`config.mk`:
```
export PLATFORM = sky130hd
export DESIGN_NAME = fifo_stream_reader_flat
export DESIGN_NICKNAME = d
export VERILOG_FILES = /design/src/rtl/fifo_stream_reader_if.sv /design/src/rtl/fifo_stream_reader.sv /design/src/flat_wrapper.sv
export SDC_FILE = /design/constraint.sdc
export NUM_CORES = 1
export LEC_CHECK = 0
export CAP_MARGIN = 10
export CORE_MARGIN = 2
export CORE_UTILIZATION = 48
export CTS_BUF_LIST = sky130_fd_sc_hd__clkbuf_16
export DETAILED_ROUTE_END_ITERATION = 8
export GPL_TIMING_DRIVEN = 0
export PLACE_DENSITY = 0.78
export REMOVE_ABC_BUFFERS = 1
export SYNTH_ARGS = -nofsm -noshare
export SYNTH_HDL_FRONTEND = slang
export SYNTH_SLANG_ARGS = --single-unit
```
`constraint.sdc`:
```
create_clock -name clk -period 2.3 [get_ports clk]
set_input_delay 0.46 -clock clk [delete_from_list [all_inputs] [get_ports clk]]
set_output_delay 0.46 -clock clk [all_outputs]
set_load 0.02 [all_outputs]
```
`src/rtl/fifo_stream_reader_if.sv`:
```
// Stream-reader bus: the FIFO read port on one side and the valid/ready
// output stream on the other.
//   master : the reader controller (drives fifo_rd_en, m_data, m_valid)
//   slave  : the environment (the FIFO read port plus the downstream sink)
interface fifo_stream_reader_if #(
  parameter int FIFO_WIDTH = 16
);
  logic                  fifo_empty;
  logic [FIFO_WIDTH-1:0] fifo_data_out;
  logic                  fifo_underflow;
  logic                  fifo_rd_en;
  logic [FIFO_WIDTH-1:0] m_data;
  logic                  m_valid;
  logic                  m_ready;

  modport master (
    input  fifo_empty, fifo_data_out, fifo_underflow, m_ready,
    output fifo_rd_en, m_data, m_valid
  );

  modport slave (
    output fifo_empty, fifo_data_out, fifo_underflow, m_ready,
    input  fifo_rd_en, m_data, m_valid
  );
endinterface

```
`src/rtl/fifo_stream_reader.sv`:
```
// fifo_stream_reader: drains a synchronous FIFO read port (one-cycle read
// latency) into a 2-entry skid buffer and presents the words on a
// valid/ready stream. A read is only requested when a free slot is
// guaranteed for the returning word, so the FIFO is never underflowed by
// this block and one word per cycle is sustained with m_ready held high.
//
// Ports:
//   clk, rst_n     clock, asynchronous active-low reset
//   bus            fifo_stream_reader_if.master
//                    fifo_empty / fifo_data_out / fifo_underflow (in)
//                    fifo_rd_en (out, combinational)
//                    m_data / m_valid (out, registered), m_ready (in)
//   rd_count       words handed downstream, wraps modulo 2^CNT_WIDTH
//   err_underflow  sticky, set when fifo_underflow is observed high
module fifo_stream_reader #(
  parameter int FIFO_WIDTH = 16,
  parameter int CNT_WIDTH  = 16
) (
  input  logic                 clk,
  input  logic                 rst_n,
  fifo_stream_reader_if.master bus,
  output logic [CNT_WIDTH-1:0] rd_count,
  output logic                 err_underflow
);

  logic                  inflight_q, inflight_d;
  logic [1:0]            occ_q, occ_d;
  logic [FIFO_WIDTH-1:0] head_q, head_d;
  logic [FIFO_WIDTH-1:0] tail_q, tail_d;
  logic [CNT_WIDTH-1:0]  rd_count_q, rd_count_d;
  logic                  err_q, err_d;

  logic                  pop;
  logic                  rd_en;
  logic [1:0]            occ_after_pop;
  logic [2:0]            credit;

  always_comb begin
    pop           = (occ_q != 2'd0) && bus.m_ready;
    occ_after_pop = occ_q - {1'b0, pop};
    // Slots committed once this cycle settles: words held after the pop
    // plus the word already on its way back from the FIFO.
    credit        = {1'b0, occ_after_pop} + {2'b00, inflight_q};
    rd_en         = rst_n && !bus.fifo_empty && (credit < 3'd2);

    inflight_d    = rd_en;
    occ_d         = credit[1:0];

    head_d        = head_q;
    tail_d        = tail_q;
    if (pop) begin
      head_d = tail_q;
    end
    // The returning word lands in the first slot left free after the pop;
    // with occ=1 and a pop it goes straight to the head.
    if (inflight_q) begin
      if (occ_after_pop == 2'd0) begin
        head_d = bus.fifo_data_out;
      end else begin
        tail_d = bus.fifo_data_out;
      end
    end

    rd_count_d = rd_count_q + {{(CNT_WIDTH-1){1'b0}}, pop};
    err_d      = err_q | bus.fifo_underflow;
  end

  always_ff @(posedge clk or negedge rst_n) begin
    if (!rst_n) begin
      inflight_q <= 1'b0;
      occ_q      <= 2'd0;
      head_q     <= '0;
      tail_q     <= '0;
      rd_count_q <= '0;
      err_q      <= 1'b0;
    end else begin
      inflight_q <= inflight_d;
      occ_q      <= occ_d;
      head_q     <= head_d;
      tail_q     <= tail_d;
      rd_count_q <= rd_count_d;
      err_q      <= err_d;
    end
  end

  assign bus.fifo_rd_en = rd_en;
  assign bus.m_valid    = (occ_q != 2'd0);
  assign bus.m_data     = head_q;
  assign rd_count       = rd_count_q;
  assign err_underflow  = err_q;

endmodule

```
`src/flat_wrapper.sv`:
```
// flat-port wrapper written by rule: the top's interface ports become plain ports
module fifo_stream_reader_flat 
#(
  parameter int FIFO_WIDTH = 16,
  parameter int CNT_WIDTH  = 16
)
  (clk, rst_n, rd_count, err_underflow, bus_fifo_empty, bus_fifo_data_out, bus_fifo_underflow, bus_m_ready, bus_fifo_rd_en, bus_m_data, bus_m_valid);
  fifo_stream_reader_if #(.FIFO_WIDTH(FIFO_WIDTH)) bus_i ();
  input  logic clk;
  input  logic rst_n;
  output logic [CNT_WIDTH-1:0] rd_count;
  output logic err_underflow;
  input wire logic [$bits(bus_i.fifo_empty)-1:0] bus_fifo_empty;
  input wire logic [$bits(bus_i.fifo_data_out)-1:0] bus_fifo_data_out;
  input wire logic [$bits(bus_i.fifo_underflow)-1:0] bus_fifo_underflow;
  input wire logic [$bits(bus_i.m_ready)-1:0] bus_m_ready;
  output wire logic [$bits(bus_i.fifo_rd_en)-1:0] bus_fifo_rd_en;
  output wire logic [$bits(bus_i.m_data)-1:0] bus_m_data;
  output wire logic [$bits(bus_i.m_valid)-1:0] bus_m_valid;
  assign bus_i.fifo_empty = bus_fifo_empty;
  assign bus_i.fifo_data_out = bus_fifo_data_out;
  assign bus_i.fifo_underflow = bus_fifo_underflow;
  assign bus_i.m_ready = bus_m_ready;
  assign bus_fifo_rd_en = bus_i.fifo_rd_en;
  assign bus_m_data = bus_i.m_data;
  assign bus_m_valid = bus_i.m_valid;
  fifo_stream_reader #(.FIFO_WIDTH(FIFO_WIDTH), .CNT_WIDTH(CNT_WIDTH)) u_core (.clk(clk), .rst_n(rst_n), .bus(bus_i), .rd_count(rd_count), .err_underflow(err_underflow));
endmodule
```
==> results.json <==
{
  "synthMuxAreaShare_pct": 15.4,
  "startpoint": "bus_m_ready",
  "drt_iter0_markers": 52,
  "crit_path_end_kind": "output pin",
  "met1_length_um": 1730,
  "fin_cells": 290,
  "whs_ps": 176,
  "antenna_left": 0,
  "synthSimpleGateAreaFrac_pct": 11.2,
  "synthCells": 178,
  "setup_viol": 0,
  "routed-wl-met2_um": 1960,
  "num_vias": 1485,
  "die_h_um": 71.9,
  "crit_required_ps": 1840,
  "layout.nets": 263,
  "rows": 24,
  "fin_util_pct": 69.4,
  "synth_warnings": 0,
  "die_w_um": 71.9,
  "vdd_ir_drop_max_mv": 0.755,
  "dieArea_um2": 5160,
  "period_share_pct": 94.5,
  "yosys.area.top_type": "dfrtp_1",
  "cts_hold_buf": 0,
  "final_cell_mix": "52 x clkdlybuf4s50_1, 52 x dfrtp_1, 21 x nand2_1",
  "core_area_um2": 4380,
  "fin_ws_ps": 126,
  "rsz0062_at_grt": "no",
  "wl_per_cell_um": 13.9,
  "synth_top_family_by_area": "multiplexers",
  "place.gp.congestion": 0.716,
  "clk_latency_ps": 290,
  "status": "finished clean",
  "synth_area_leaders": "dfrtp_1 59%, mux2_2 8.2%, mux2i_1 7.2%, o21ai_0 3.6%, nand2_1 3.6%",
  "drc": 0,
  "cts.sinks": 52,
  "drive_above_1_share_pct": 16.8,
  "ios": 56,
  "synth_cell_types": 27,
  "top_layer_used": "met4",
  "pre_cts_slack_ps": -1020,
  "insertedDiodeCount": 0,
  "cap_violations": 0,
  "slew_violations": 0,
  "period_needed_ps": 2170,
  "dr.pass1.iters": 4,
  "fin_skew_ps": 4.33,
  "hold_path.class": "input port to async pin",
  "max-clock-path-buffers": 2,
  "ctsHtreeMaxLevel": 2,
  "synth_fa_ha_area_share_pct": 2.27,
  "tightest_slew_ps": 903,
  "cts_root_buf": "clkbuf_16",
  "totalWireLength_um": 4030,
  "synth_top_area_share_pct": 58.9,
  "p_leak_uw": 0.00131,
  "avgSynthCellArea_um2": 12.4,
  "grt_start_max_net_pins": 28,
  "cellPowerDensity_nw_per_um2": 1230,
  "relSlewSlack_pct": 39.8,
  "grt_pass1_wl_um": 6960,
  "max_freq_ghz": 0.460,
  "initial_utilization_pct": 50.4,
  "syn_area_um2": 2210,
  "area_growth_pct": 37.7,
  "cts-buffers-inserted": 5,
  "path_clk_slew_ps": 60,
  "antenna_found_initial": 0,
  "worst_setup_path_start_kind": "input port",
  "wl_met3_um": 308,
  "reg2reg_slack_ps": 220,
  "grt_pass1_vias": 1529,
  "cts_tree": "built",
  "crit_type": "input port to output pin",
  "hold_viol": 0,
  "dp_hpwl_um": 2850,
  "stdcell_area_um2": 3040,
  "placed_area_um2": 2840,
  "path_max_fanout": 3,
  "crit_arrival_ps": 1710,
  "grt_overflow": 0,
  "synth_compound_gate_area_share_pct": 4.70,
  "port_buffers": 55,
  "dpl.cell_count": 282,
  "grt_use_total_pct": 17.4,
  "ff2ff_path_depth": 7,
  "routed_via_density": 5.12,
  "seq_area_frac_synth_pct": 58.9,
  "r2r_start": "u_core.occ_q[1]",
  "ys_ff_latch": 52,
  "synth_xor_area_share_pct": 5.55,
  "reg2reg_to": "u_core.rd_count[14]"
}
cell type report:
cell class | instances | area, um2
clock inverters | 2 | 60.1
multi-input cells | 117 | 888
inverters | 3 | 11.3
clock buffers | 5 | 125
repair buffers | 59 | 592
flip-flops and latches | 52 | 1300
well taps | 52 | 65.1
fillers | 341 | 1340
timing repair:
item / 4_1_cts / 5_1_grt
setup buffers: 0 / 1
setup endpoints to repair: 12 / 1
resized for setup: 9 / 2
pin swaps: 1 / 1
per-layer routing:
metal,vias up,global-route usage (%)
met1,706,20.8
met3,6,7.88
met2,40,29.2
met4,0,3.77
met5,-,0
li1,733,-
registers in the layout, indices dropped and copies added (netlist names):
register / cells
u_core.bus.m_data: 16
u_core.rd_count: 16
u_core.tail_q: 16
u_core.occ_q: 2
u_core.err_underflow: 1
u_core.inflight_q: 1
critical path, cell delays in order:
cell           delay (ps)
dlygate4sd2_1         270
nor2b_1               150
a21o_1                170
ha_1                  170
inv_1                  50
ha_1                  130
nand2_1                60
nor2_2                120
buf_4                 150
how the worst max path moves through the flow:
stage                           end  slack (ps)  cells past startpoint
2_1_floorplan  u_core.bus.m_data[0]        -210                      3
3_3_place_gp         bus_fifo_rd_en       -1800                      4
3_5_place_dp    u_core.rd_count[12]       -1020                      8
4_1_cts              bus_fifo_rd_en          80                      9
5_1_grt              bus_fifo_rd_en           6                      9
6_report             bus_fifo_rd_en         130                      9
cell usage after synthesis:
master / count
a21o_1: 1
and2_1: 1
and3_1: 1
buf_2: 2
buf_6: 1
clkbuf_1: 3
dfrtp_1: 52
ha_1: 4
inv_1: 3
mux2_2: 16
mux2i_1: 16
nand2_1: 21
nand3_1: 6
nand4_1: 2
nand4_4: 1
nor2_1: 3
nor2b_1: 2
nor3_1: 2
nor3b_1: 1
nor4_1: 3
o21a_1: 1
o21ai_0: 16
o21ai_2: 1
or2_2: 4
or2b_1: 1
xnor2_1: 9
xor2_1: 5
report_power, final:
group          switching, uW  total, uW  leakage [uW]  internal, uW
combinational            633       1340      0.000572           709
sequential               231       1490      0.000644          1260
clock                    303        919     0.0000899           617
logic make-up after synthesis:
logic type | count (synthesis)
DFF | 52
and+or+nand+nor | 48
muxes | 32
AOI/OAI and AO/OA | 19
xor gates and xnor gates | 14
buffers and inverters | 9
adders and majority gates | 4
stage by stage:
step / total power (uW) / setup TNS (ps)
2_1_floorplan: 2230 / -3550
3_3_place_gp: 2770 / -73510
3_5_place_dp: 2840 / -9740
4_1_cts: 3770 / 0
5_1_grt: 3980 / 0
6_report: 3750 / 0
No activity file was read; power rests on OpenSTA's default activity.
